--- src/rtl/sync_fifo_prog.sv ---
//------------------------------------------------------------------------------
// sync_fifo_prog : single-clock FIFO, programmable thresholds, std/FWFT read
// Revision: 1.0
//------------------------------------------------------------------------------
`default_nettype none

module sync_fifo_prog #(
  parameter int WIDTH         = 8,
  parameter int DEPTH         = 16,
  parameter int PROG_FULL_TH  = 12,
  parameter int PROG_EMPTY_TH = 2,
  parameter int FWFT          = 0
) (
  input  logic                       clk,
  input  logic                       rst,
  input  logic                       wr_en,
  input  logic [WIDTH-1:0]           din,
  output logic                       full,
  output logic                       prog_full,
  output logic                       overflow,
  input  logic                       rd_en,
  output logic [WIDTH-1:0]           dout,
  output logic                       valid,
  output logic                       empty,
  output logic                       prog_empty,
  output logic                       underflow,
  output logic [$clog2(DEPTH):0]     data_count
);

  localparam int AW = $clog2(DEPTH);
  localparam int CW = AW + 1;

  if ((DEPTH < 4) || ((DEPTH & (DEPTH - 1)) != 0)) begin : g_bad_depth
    $error("sync_fifo_prog: DEPTH must be a power of 2 and >= 4");
  end
  if ((PROG_EMPTY_TH < 0) || (PROG_EMPTY_TH >= PROG_FULL_TH) || (PROG_FULL_TH > DEPTH)) begin : g_bad_th
    $error("sync_fifo_prog: need 0 <= PROG_EMPTY_TH < PROG_FULL_TH <= DEPTH");
  end

  logic [WIDTH-1:0] mem_q [DEPTH];
  logic [AW-1:0]    wr_ptr_q, rd_ptr_q;
  logic [CW-1:0]    count_q, count_d;
  logic             full_q, empty_q, prog_full_q, prog_empty_q;
  logic             overflow_q, underflow_q;
  logic             w_wr_acc, w_rd_acc;

  // Acceptance uses only registered flags: no write-through when full, no read-through when empty.
  assign w_wr_acc = wr_en && !full_q;
  assign w_rd_acc = rd_en && !empty_q;

  always_comb begin
    count_d = count_q;
    if (w_wr_acc && !w_rd_acc) begin
      count_d = count_q + CW'(1);
    end else if (w_rd_acc && !w_wr_acc) begin
      count_d = count_q - CW'(1);
    end
  end

  always_ff @(posedge clk) begin
    if (rst) begin
      wr_ptr_q     <= '0;
      rd_ptr_q     <= '0;
      count_q      <= '0;
      full_q       <= 1'b0;
      empty_q      <= 1'b1;
      prog_full_q  <= 1'b0;
      prog_empty_q <= 1'b1;
      overflow_q   <= 1'b0;
      underflow_q  <= 1'b0;
    end else begin
      if (w_wr_acc) begin
        wr_ptr_q <= wr_ptr_q + AW'(1);
      end
      if (w_rd_acc) begin
        rd_ptr_q <= rd_ptr_q + AW'(1);
      end
      count_q      <= count_d;
      full_q       <= (count_d == CW'(DEPTH));
      empty_q      <= (count_d == '0);
      prog_full_q  <= (count_d >= CW'(PROG_FULL_TH));
      prog_empty_q <= (count_d <= CW'(PROG_EMPTY_TH));
      overflow_q   <= wr_en && full_q;
      underflow_q  <= rd_en && empty_q;
    end
  end

  always_ff @(posedge clk) begin
    if (!rst && w_wr_acc) begin
      mem_q[wr_ptr_q] <= din;
    end
  end

  if (FWFT != 0) begin : g_fwft
    // Head word is presented straight from the array; gated to zero while empty.
    assign valid = !empty_q;
    assign dout  = empty_q ? '0 : mem_q[rd_ptr_q];
  end else begin : g_std
    logic [WIDTH-1:0] dout_q;
    logic             valid_q;

    always_ff @(posedge clk) begin
      if (rst) begin
        dout_q  <= '0;
        valid_q <= 1'b0;
      end else begin
        valid_q <= w_rd_acc;
        if (w_rd_acc) begin
          dout_q <= mem_q[rd_ptr_q];
        end
      end
    end

    assign valid = valid_q;
    assign dout  = dout_q;
  end

  assign full       = full_q;
  assign empty      = empty_q;
  assign prog_full  = prog_full_q;
  assign prog_empty = prog_empty_q;
  assign overflow   = overflow_q;
  assign underflow  = underflow_q;
  assign data_count = count_q;

endmodule

`default_nettype wire

--- config.mk ---
export PLATFORM = sky130hd
export DESIGN_NAME = sync_fifo_prog
export DESIGN_NICKNAME = d
export VERILOG_FILES = /design/src/rtl/sync_fifo_prog.sv
export SDC_FILE = /design/constraint.sdc
export NUM_CORES = 1
export LEC_CHECK = 0
export ABC_AREA = 1
export BUFFER_PORTS_ARGS = -buffer_cell sky130_fd_sc_hd__buf_2
export CAP_MARGIN = 40
export CELL_PAD_IN_SITES_DETAIL_PLACEMENT = 0
export CELL_PAD_IN_SITES_GLOBAL_PLACEMENT = 1
export CORE_MARGIN = 8
export CORE_UTILIZATION = 50
export CTS_BUF_LIST = sky130_fd_sc_hd__clkbuf_4 sky130_fd_sc_hd__clkbuf_8
export DETAILED_ROUTE_END_ITERATION = 10
export PLACE_DENSITY = 0.83
export SLEW_MARGIN = 0
export SYNTH_ARGS = -nofsm -noshare
export SYNTH_HDL_FRONTEND = slang
export SYNTH_SLANG_ARGS = --single-unit
--- constraint.sdc ---
create_clock -name clk -period 1.9 [get_ports clk]
set_clock_uncertainty 0.1 [all_clocks]
set_input_delay 0.38 -clock clk [delete_from_list [all_inputs] [get_ports clk]]
set_output_delay 0.38 -clock clk [all_outputs]
set_load 0.005 [all_outputs]
==> Word level (Yosys, flattened, before mapping) <==
Memories as Yosys holds them, arrays and structs flattened. A register that Yosys moved wholly into a read port is not among the register bits.
Index checks and enable logic that the tools add are counted.
{ "classes": {"n_addsub": 4, "mul": 0, "div_mod_pow": 0, "magnitude_cmp": 2, "n_eq_ne": 1, "n_shift": 0, "mux": 4, "bitwise_logic": 0, "n_reduce_logical": 13} }
{ "ops": {"columns": ["cell", "count"], "rows": [
  ["5-bit two-way mux", 2],
  ["4-bit by 1-bit adder with 4-bit output, second input constant", 2],
  ["1-bit logical AND", 7],
  ["5-bit by 1-bit adder with 5-bit output, second input constant", 1],
  ["5-bit == test, second input constant", 1],
  ["5-bit by 4-bit greater-or-equal comparator with 1-bit output, second input constant", 1],
  ["5-bit by 2-bit less-or-equal comparator with 1-bit output, second input constant", 1],
  ["1-bit zero test", 5],
  ["5-bit zero test", 1],
  ["5-bit by 1-bit subtractor with 5-bit output, second input constant", 1],
  ["1-bit two-way mux", 2]
]} }
{ "totals": {"reg_bits": 20, "latchBits": 0, "mem_bits_rw": 128, "mem_bits_ro": 0, "inputBits": 12, "out_inout_bits": 20, "wordCells": 35, "n_memories": 1} }
{ "memory_table": {"columns": ["memory", "depth", "width", "rd", "rd_clocked_by_memory_dff", "write_ports", "line_no", "rtl"], "rows": [
  ["mem_q", 16, 8, 1, 1, 1, "40", "logic [WIDTH-1:0] mem_q [DEPTH];"]
]} }

==> Depth between registers and ports, before layout <==
Gate-level depths: netlist (run 1).
{ "depth": {"word_depth": 7, "depth_mapped": 11, "depth_no_buf": 11} }

==> Least setup slack after synthesis (run 1) <==
No wires, ideal clock.
{ "synth_timing": {"path_type": "input-to-reg", "startpoint": "input port rst", "endpoint": "memory mem_q[4][0], enable pin", "setup_time_ns": 0.370, "arrival_ns": 1.213, "required_time_ns": 1.430, "path_slack_ns": 0.217, "stages": 4, "n_path_buf": 1, "path_cell_list": "buf_2 -> nor2_1 -> nand2_1 -> nor2_1"} }
{ "synth_between": {"elab_chain_len": 4} }
{ "synth_lines": {"columns": ["item", "line_no", "rtl"], "rows": [
  ["start: declaration", "15", "input logic rst,"],
  ["1-bit zero test", "89", "if (!rst && w_wr_acc) begin"],
  ["1-bit logical AND", "89", null],
  ["1-bit two-way mux", "89", null],
  ["1-bit two-way mux (implied by the code)", "90", "mem_q[wr_ptr_q] <= din;"],
  ["end: declaration", "40", null]
]} }
Every way passes these cells.

==> Worst setup path after layout (run 1) <==
{ "layout_timing": {"startpoint": "register full_q, in the netlist full", "endpoint": "memory mem_q[15][2], enable pin"} }
{ "layout_between": {"elab_chain_len": 5} }
{ "layout_lines": {"columns": ["item", "line_no", "rtl"], "rows": [
  ["start: declaration", "43", "logic full_q, empty_q, prog_full_q, prog_empty_q;"],
  ["start signal: assignment", "79", "full_q <= (count_d == CW'(DEPTH));"],
  ["1-bit zero test", "48", "assign w_wr_acc = wr_en && !full_q;"],
  ["1-bit logical AND", "48", null],
  ["1-bit logical AND", "89", null],
  ["1-bit two-way mux", "89", null],
  ["1-bit two-way mux (implied by the code)", "90", null]
]} }
Every way passes these cells.

==> results of run 1 <==
-- worst min-delay path, delay by kind of cell --
kind	cells	cell delay, ns
buf+inv	2	0.18
simple gates	1	0.05
-- layout make-up --
cell class	count	area [µm²]	share of cell area, %
clock buffers	19	249	3.38
clock inverters	13	126	1.71
inverters	32	125	1.70
multi-input cells	410	1880	25.4
flip-flops and latches	156	4410	59.7
well taps	176	220	2.99
repair buffers	57	375	5.09
-- registers in the layout (all words and copies together), names as in the netlist --
signal / count
data_count: 5
mem_q: 128
rd_ptr_q: 4
valid: 1
prog_empty: 1
overflow: 1
dout: 8
empty: 1
prog_full: 1
wr_ptr_q: 4
underflow: 1
full: 1
-- worst min path at each step --
stage             endpoint  slack [ns]   start
2_1_floorplan  mem_q[0][0]        0.38  din[0]
3_3_place_gp     underflow        0.38   empty
3_5_place_dp     underflow        0.40   empty
4_1_cts          underflow        0.08   rd_en
5_1_grt          underflow        0.10   rd_en
6_report         underflow        0.11   rd_en
-- cells by family (layout without fill, tap and decap cells) --
logic type,Yosys count,in the layout,synth area share [%]
fa+ha+maj,7,7,1.33
flops,156,156,67.0
buf+inv,64,121,4.51
compound gates,29,29,2.21
xor+xnor,1,1,0.133
simple gates,373,373,24.8
-- per-stage QoR --
step	power [µW]	hold slack (ns)	instance area [µm²]	setup slack (ns)	util (%)
6_report	7270	0.108	7380	0.167	56.6
5_1_grt	7600	0.101	7380	0.0599	56.6
4_1_cts	7320	0.0835	7370	0.176	56.6
3_5_place_dp	5000	0.401	7000	0.138	53.7
3_3_place_gp	4980	0.383	7000	0.156	53.7
2_1_floorplan	4650	0.379	6580	0.217	-
-- Yosys cell counts (all sizes together) --
cell type  count  area share [%]
nand2        204              12
edfxtp       128              58
nand3        114             8.8
nor2          46             3.1
inv           29             1.7
dfxtp         28             8.5
buf           26             2.3
a21oi         18             1.4
o21ai         11            0.84
ha             7             1.3
clkbuf         6            0.34
nor3           4            0.30
clkinv         3            0.21
nand4          2            0.19
and3           1           0.095
nor2b          1            0.21
nor4           1           0.095
xor2           1            0.13
-- layer usage --
metal	wire, µm	global-route usage (%)	vias to the layer above	share of wire, %
met5	0	0	-	0
met1	6350	23.8	2120	43
met4	372	7.70	0	2.5
met2	7280	29.7	175	49
met3	912	4.79	25	6.1
li1	-	-	2224	-
-- placed cells by master (no fill, tap or decap), types with 2 or more instances in the layout --
master / Yosys / layout
nor2_1: 42 / 42
clkbuf_8: 0 / 17
buf_4: 7 / 24
clkinvlp_4: 0 / 3
inv_1: 23 / 23
nand2_4: 2 / 2
buf_2: 16 / 31
nand3_1: 113 / 113
nand2_2: 5 / 5
buf_12: 0 / 2
clkbuf_4: 0 / 2
edfxtp_1: 128 / 128
a21oi_1: 18 / 18
o21ai_1: 8 / 8
inv_2: 6 / 5
nor2_4: 2 / 2
clkinv_2: 2 / 5
nand2_1: 197 / 197
ha_1: 7 / 7
bufinv_16: 0 / 2
nand4_1: 2 / 2
o21ai_0: 3 / 3
nor3_1: 4 / 4
dfxtp_1: 28 / 27
clkinv_1: 1 / 4
-- power groups by stage --
stage               clock network, µW  registers, µW  logic, µW
CTS                              2390           3860       1070
global route                     2530           3870       1200
floorplan                           0           3920        731
global placement                    0           3930       1050
finish                           2350           3860       1060
detailed placement                  0           3940       1070
==> metrics.md, run 1 <==
| Metric | Value |
|---|---|
| Slowest-stage cell, CP | `dfxtp_1` |
| Cell total after placement | `831` |
| Final worst path period need | `1.73 ns` |
| Post-route ant nets | `0` |
| Total CTS buffers | `17` |
| DP HPWL | `about 10,000 µm` |
| Worst Path Arrival | `about 1.8 ns` |
| # hold bufs at CTS | `0` |
| Drt total wl | `between 10,000 and 15,000 µm` |
| Endpoint class of the critical path | `flip-flop` |
| Mapped Avg Cell Area | `10.4 µm²` |
| Slew Viols, Final | `0` |
| Max incr delay on CP | `~0.38 ns` |
| GRT Util Overall | `about a fifth` |
| Buffers added on ports | `31` |
| Clock share of power | `32.4%` |
| Setup TNS | `0 ns` |
| Worst-path clk slew | `0.07 ns` |
| Setup repair bufs after CTS | `0` |
| DRC Markers | `0` |
| Final hold viol count | `0` |
| Layout cell share with drive strength beyond 1 | `between 10% and 20%` |
| Fillers | `roughly 1,200` |
| Detailed-route via count | `4,544` |
| Worst reg2reg path depth | `6` |
| RePlAce Congestion | `approximately 0.86` |
| Switching Share | `approximately 27%` |
| Die ar. | `0.0171 mm²` |
| Worst-Skew Late Latency | `0.45 ns` |
| Drt first pass iters | `7` |
| #FFs+latches synth | `about 160` |
| Cell mode on critical path | `nor2_1` |
| Crit-path cells | `inv_2, nand2_4, nor2_1, nand2_1, nor2_1, buf_4` |
| Gate Count Post-Synth | `630` |
| PwrDens | `986 mW/mm²` |
| Post-CTS sizing | `0` |
| Initial antenna violation count | `0` |
| Bufs and invs on worst path | `2` |
| Worst R2R Setup Slack | `around 0.17 ns` |
| Crit. path cell count | `6` |
| Worst min path class | `primary input to flip-flop` |
| Starting Density | `around half` |
| Setup crit start | `full` |
| TritonCTS Sinks | `156` |
| Maxcap violations | `0` |
| Die W | `131 µm` |
| Capture point of the worst reg-to-reg path | `mem_q[15][2]` |
| RSZ-0062 raised after global routing | `false` |
| Net Switching | `1950 µW` |
| Die height | `around 130 µm` |
| Grt ovf | `0` |
| Layout area overhead | `12.2%` |
| Synth warn | `0` |
| Least-Margin Pin Slew | `around 0.56 ns` |
| Mapped Nets | `649` |
| # diodes | `0` |
| First-pass GRT wire length | `23,400 µm` |
| Finished Layout Cells | `863` |
| Nets | `693` |
| Sequential Power Share | `a little over half` |
| Row count | `42` |
| Int Pwr | `5320 µW` |
| H-tree levels | `4` |
| DR iter-0 viols | `468` |
| Peak supply drop | `0.000404 V` |
| Combinational Power Share | `roughly 15%` |
| CP endpoint | `mem_q[15][2]` |
| Slew headroom | `62.5%` |
| Fin crit share | `91.2%` |
| Final setup fails | `0` |
| Fmax | `577 MHz` |
| CTS tree | `yes` |
| Post-synthesis sequential area ratio | `67.0%` |
| Vias in the first global route | `4,359` |
| Root Driver | `clkbuf_8` |
| I/O pin cnt | `32` |
| Via density | `between 5 and 6` |
| Crit path kind | `flip-flop to flip-flop` |
| CP max FO | `8` |
| Critical Path Start Type | `flip-flop` |
| Reg-to-Reg Start | `full` |
| Mapped cell area | `0.00658 mm²` |
| Core Box Area | `0.0130 mm²` |
| WL/cell | `17.3 µm` |
| WHS Path Cells | `3` |
| Clk buf depth | `2` |
| Distinct cell type count after synthesis | `30` |
| Largest net degree at the start of global routing | `66` |
| CP delay by family, top | `simple AND/OR/NAND/NOR gates` |
| Status | `finished clean` |
| WP data required | `around 2.0 ns` |
| Pleak | `0.00288 µW` |
Note: power is estimated with default switching activity, not from simulation.
==> run 2, diff against run 1 <==
--- a/config.mk
+++ b/config.mk
@@ -14,8 +14,8 @@
 export CORE_UTILIZATION = 50
 export CTS_BUF_LIST = sky130_fd_sc_hd__clkbuf_4 sky130_fd_sc_hd__clkbuf_8
 export DETAILED_ROUTE_END_ITERATION = 10
+export GPL_TIMING_DRIVEN = 0
 export PLACE_DENSITY = 0.83
-export SLEW_MARGIN = 0
 export SYNTH_ARGS = -nofsm -noshare
 export SYNTH_HDL_FRONTEND = slang
 export SYNTH_SLANG_ARGS = --single-unit
==> metrics.md, run 2 (synthesis gave the netlist of run 1 again) <==
| Metric | Value |
|---|---|
| # diodes | `0` |
| Critical Path Start Type | `flip-flop` |
| Setup repair bufs after CTS | `0` |
| Drt total wl | `14,800 µm` |
| Root Driver | `clkbuf_8` |
| Worst-Skew Late Latency | `~0.45 ns` |
| Final setup fails | `0` |
| Max FFs per register | `128` |
| Clk buf depth | `2` |
| Worst reg2reg path depth | `5` |
| Status | `finished clean` |
| Nets | `700` |
| CP max FO | `8` |
| Die height | `~130 µm` |
| Pleak | `around 0.0029 µW` |
| Peak supply drop | `around 0.00038 V` |
| First-pass GRT wire length | `~23,000 µm` |
| Reg-to-Reg Start | `full` |
| Detailed-route via count | `4,568` |
| RSZ-0062 raised after global routing | `true` |
| CTS tree | `yes` |
| Starting Density | `50.5%` |
| Layout area overhead | `13.0%` |
| CP endpoint | `mem_q[4][4]` |
| WHS | `0.107 ns` |
| # hold bufs at CTS | `0` |
| Setup TNS | `0 ns` |
| Slew headroom | `52.4%` |
| Drt first pass iters | `6` |
| DP HPWL | `10,400 µm` |
| Worst-path clk slew | `0.08 ns` |
| Fillers | `between 1,000 and 1,500` |
| Crit path kind | `flip-flop to flip-flop` |
| DRC Markers | `0` |
| Finished Layout Cells | `870` |
| Cell total after placement | `838` |
| WL/cell | `17.1 µm` |
| Crit-path cells | `inv_2, nand2_4, nor2_1, nand2_1, nor2_2` |
| Initial antenna violation count | `0` |
| CP delay by family, top | `simple AND/OR/NAND/NOR gates` |
| Slew Viols, Final | `0` |
| Capture point of the worst reg-to-reg path | `mem_q[4][4]` |
| Setup crit start | `full` |
| Largest net degree at the start of global routing | `17` |
| H-tree levels | `4` |
| Crit. path cell count | `5` |
| Die ar. | `0.0171 mm²` |
| Endpoint class of the critical path | `flip-flop` |
| Commonest non-fill, non-tap cell in the layout | `nand2_1` |
| Most frequent cells in the layout | `197 x nand2_1, 128 x edfxtp_1, 113 x nand3_1` |
| Grt ovf | `0` |
| Top reg by flops | `mem_q` |
| Final hold viol count | `0` |
| Worst Path Arrival | `1.88 ns` |
| Vias in the first global route | `4,326` |
| Total CTS buffers | `17` |
| PwrDens | `993 mW/mm²` |
| Maxcap violations | `0` |
| Buffers added on ports | `30` |
| TritonCTS Sinks | `156` |
| Fin crit share | `99.4%` |
| Max incr delay on CP | `~0.46 ns` |
| Worst R2R Setup Slack | `roughly 0.012 ns` |
| Row count | `42` |
| Bufs and invs on worst path | `1` |
| WP data required | `1.90 ns` |
| Core Box Area | `0.0130 mm²` |
| GRT Util Overall | `a little under a fifth` |
| DR iter-0 viols | `406` |
| Slowest-stage cell, CP | `nor2_2` |
| Die W | `~130 µm` |
| RePlAce Congestion | `0.797` |
| Fmax | `530 MHz` |
| Post-route ant nets | `0` |
| I/O pin cnt | `32` |
| Via density | `5.25` |
| Worst min path class | `primary input to flip-flop` |
| Final worst path period need | `1.89 ns` |
| Layout cell share with drive strength beyond 1 | `approximately 18%` |
| Least-Margin Pin Slew | `0.714 ns` |
run 2: report_power, final:
part | switching [µW] | leakage (µW) | total, µW | internal (µW)
sequential | 61.8 | 0.00138 | 3850 | 3780
combinational | 746 | 0.00129 | 1120 | 373
clock | 1180 | 0.000187 | 2410 | 1230
run 2: per-layer routing:
| metal | part of all wire (%) | vias up | routed length, µm | global-route usage, % |
|---|---|---|---|---|
| met5 | 0 | - | 0 | 0 |
| met4 | 2.6 | 0 | 382 | 9.12 |
| met3 | 6.8 | 30 | 1000 | 4.91 |
| met2 | 46 | 181 | 6770 | 29.5 |
| met1 | 45 | 2124 | 6690 | 24.3 |
| li1 | - | 2233 | - | - |
run 2: worst min path at each step:
stage                start     endpoint  slack (ns)  cells past startpoint
floorplan           din[0]  mem_q[0][0]        0.38                      0
global placement     empty    underflow        0.39                      2
CTS                  rd_en    underflow        0.08                      3
finish               rd_en    underflow        0.11                      3
detailed placement   empty    underflow        0.40                      2
global route         rd_en    underflow         0.1                      3
run 2: through the flow:
step | utilization (%) | setup WS [ns] | instance area [µm²] | power (µW)
floorplan | - | 0.217 | 6580 | 4650
global placement | 53.3 | -0.432 | 6950 | 5010
detailed placement | 53.5 | -0.228 | 6970 | 5040
CTS | 56.7 | -0.101 | 7390 | 7420
global route | 57.0 | -0.132 | 7430 | 7710
finish | 57.0 | 0.0118 | 7430 | 7370
run 2: repair_timing:
item,CTS,global route
pin swaps,0,1
resized for setup,11,13
setup endpoints to repair,110,127
run 2: layout make-up:
type | instances | area (µm²) | share of cell area [%]
Clock inverter | 12 | 121 | 1.63
Clock buffer | 20 | 269 | 3.62
Multi-Input combinational cell | 410 | 1940 | 26.1
Tap cell | 176 | 220 | 2.96
Buffer | 32 | 178 | 2.39
Timing Repair Buffer | 32 | 173 | 2.32
Sequential cell | 156 | 4400 | 59.3
Inverter | 32 | 123 | 1.65
run 2: tightest hold or removal path, delay by kind of cell:
family        cells  cell delay (ns)
simple gates      1             0.05
buf+inv           2             0.18
==> run 3, diff against run 2 <==
--- a/config.mk
+++ b/config.mk
@@ -5,17 +5,16 @@
 export SDC_FILE = /design/constraint.sdc
 export NUM_CORES = 1
 export LEC_CHECK = 0
-export ABC_AREA = 1
 export BUFFER_PORTS_ARGS = -buffer_cell sky130_fd_sc_hd__buf_2
 export CAP_MARGIN = 40
 export CELL_PAD_IN_SITES_DETAIL_PLACEMENT = 0
 export CELL_PAD_IN_SITES_GLOBAL_PLACEMENT = 1
 export CORE_MARGIN = 8
-export CORE_UTILIZATION = 50
+export CORE_UTILIZATION = 55
 export CTS_BUF_LIST = sky130_fd_sc_hd__clkbuf_4 sky130_fd_sc_hd__clkbuf_8
 export DETAILED_ROUTE_END_ITERATION = 10
 export GPL_TIMING_DRIVEN = 0
-export PLACE_DENSITY = 0.83
+export PLACE_DENSITY = 0.84
 export SYNTH_ARGS = -nofsm -noshare
 export SYNTH_HDL_FRONTEND = slang
 export SYNTH_SLANG_ARGS = --single-unit
==> metrics.md, run 3 <==
| Metric | Value |
|---|---|
| Distinct cell type count after synthesis | `39` |
| Cell mode on critical path | `buf_12` |
| Yosys top cell area share | `61.8%` |
| Synth warn | `0` |
| Layout area overhead | `20.8%` |
| Worst-Skew Late Latency | `0.43 ns` |
| Worst min path class | `primary input to flip-flop` |
| Mapped Avg Cell Area | `17.9 µm²` |
| Vias in the first global route | `3,549` |
| Via density | `approximately 6` |
| CP max FO | `5` |
| DP HPWL | `7790 µm` |
| Commonest non-fill, non-tap cell in the layout | `edfxtp_1` |
| TritonCTS Sinks | `around 160` |
| Endpoint class of the critical path | `flip-flop` |
| Status | `finished, violations left` |
| Critical Path Start Type | `flip-flop` |
| Worst Path Arrival | `between 2 and 2.5 ns` |
| Slew Viols, Final | `0` |
| H-tree levels | `4` |
| Max FFs per register | `128` |
| Crit-path cells | `buf_12, buf_12, buf_16, mux4_2, mux2_4, a221o_1` |
| Total CTS buffers | `17` |
| Die ar. | `~0.015 mm²` |
| Fin crit share | `109%` |
| Die height | `122 µm` |
| Detailed-route via count | `3,439` |
| Synth Flop Type | `edfxtp_1` |
| Grt ovf | `0` |
| PwrDens | `987 mW/mm²` |
| Maxcap violations | `0` |
| Most numerous cell in the Yosys netlist | `edfxtp_1` |
| First-pass GRT wire length | `between 20,000 and 25,000 µm` |
| Fin worst setup slack | `-0.175 ns` |
| Clk buf depth | `2` |
| Final Util | `66.9%` |
| WHS | `~0.094 ns` |
| RSZ-0062 raised after global routing | `true` |
| Peak supply drop | `0.000622 V` |
| Synth cell count leaders | `128 x edfxtp_1, 37 x nor2_1, 28 x dfxtp_1, 18 x mux4_1` |
| Root Driver | `clkbuf_8` |
| Slowest-stage cell, CP | `mux4_2` |
| Fmax | `482 MHz` |
| Core Box Area | `roughly 0.011 mm²` |
| Row count | `39` |
| Pleak | `0.00252 µW` |
| WP data required | `~2.1 ns` |
| Final setup fails | `8` |
| # diodes | `0` |
| Max incr delay on CP | `0.52 ns` |
| Area contributors post-synth | `edfxtp_1 62%, dfxtp_1 9.0%, mux4_1 7.6%` |
| Die W | `122 µm` |
| Final hold viol count | `0` |
| I/O pin cnt | `32` |
| Failing checks | `setup timing` |
| Mapped cell area | `0.00622 mm²` |
| RePlAce Congestion | `0.797` |
| Final worst path period need | `2.08 ns` |
| #FFs+latches synth | `roughly 160` |
| Slew headroom | `52.6%` |
| CTS tree | `yes` |
| Cell total after placement | `525` |
| Largest net degree at the start of global routing | `17` |
| DRC Markers | `0` |
| Buffers added on ports | `31` |
| Post-route ant nets | `0` |
| Worst-path clk slew | `0.08 ns` |
| WL/cell | `22.6 µm` |
| Initial antenna violation count | `0` |
| Finished Layout Cells | `581` |
| Post-synthesis sequential area ratio | `70.8%` |
| Most frequent cells in the layout | `128 x edfxtp_1, 35 x buf_2, 30 x mux4_2` |
| DR iter-0 viols | `419` |
| Drt first pass iters | `5` |
| Async S/R FF share, synth | `0%` |
| Gate Count Post-Synth | `347` |
| Mapped Nets | `366` |
| GRT Util Overall | `a little under a fifth` |
| Nets | `approximately 440` |
| Top reg by flops | `mem_q` |
| Drt total wl | `roughly 13,000 µm` |
| Starting Density | `55.4%` |
| Least-Margin Pin Slew | `0.709 ns` |
| Largest area contributor in the netlist | `edfxtp_1` |
| Post-synth EDFFs | `128` |
| Pwr Total | `7410 µW` |
| Crit path kind | `flip-flop to flip-flop` |
| Layout cell share with drive strength beyond 1 | `between 30 and 40%` |
## run 3: metal layers
| metal | wire length, µm | up-vias | track usage, % |
|---|---|---|---|
| li1 | - | 1530 | - |
| met1 | 5220 | 1717 | 23.3 |
| met2 | 6520 | 154 | 29.9 |
| met3 | 975 | 38 | 5.43 |
| met4 | 419 | 0 | 8.00 |
| met5 | 0 | - | 0 |
## run 3: final timing paths
| path | from | endpoint | slack (ns) | cells after the start |
|---|---|---|---|---|
| setup / recovery | rd_ptr_q[1] | dout[4] | -0.18 | 6 |
| hold reg to reg | full | overflow | 0.38 | 2 |
| hold / removal | wr_en | overflow | 0.09 | 3 |
| setup reg to reg | rd_ptr_q[1] | dout[4] | -0.18 | 6 |
## run 3: timing repair
item	in CTS	in global routing
cloned	2	0
pin swaps	12	4
setup endpoints to repair	139	96
resized for setup	79	10
setup buffers	22	4
hold buffers	0	0
## run 3: logic make-up (layout without fill, tap and decap cells)
logic type,after synthesis,count (layout),share of synthesized area [%]
AOI/OAI and AO/OA,23,23,2.88
xor gates and xnor gates,8,8,1.13
adders and majority gates,7,7,1.41
buffers and inverters,22,113,2.07
DFF,156,156,70.8
muxes,48,48,15.4
and+or+nand+nor,83,83,6.26
## run 3: cell type report
class                   count  area (µm²)
well taps                 143         179
flip-flops and latches    156        4420
clock buffers              18         241
multi-input cells         169        1800
clock inverters            14         163
inverters                   5        18.8
plain buffers              14         138
repair buffers             62         549
fillers                   760        3710
## run 3: where the power goes
group,internal (µW),switching [µW]
clock network,1210,1280
logic,504,522
registers,3810,78.9
total,5530,1880
## run 3: through the flow
step | worst slack (ns) | instance area [µm²] | setup TNS [ns]
after floorplan | -0.0388 | 6230 | -0.620
after global routing | -0.213 | 7510 | -1.35
after detailed placement | -0.505 | 6600 | -44.16
final | -0.175 | 7510 | -1.03
after CTS | -0.0754 | 7460 | -0.390
after global placement | -0.817 | 6560 | -49.66
## run 3: critical path: cells and delay by family, from the launching register on
| kind | cells | cell delay (ns) |
|---|---|---|
| compound gates | 1 | 0.30 |
| buf+inv | 3 | 0.38 |
| flops | 1 | 0.36 |
| mux | 2 | 0.82 |
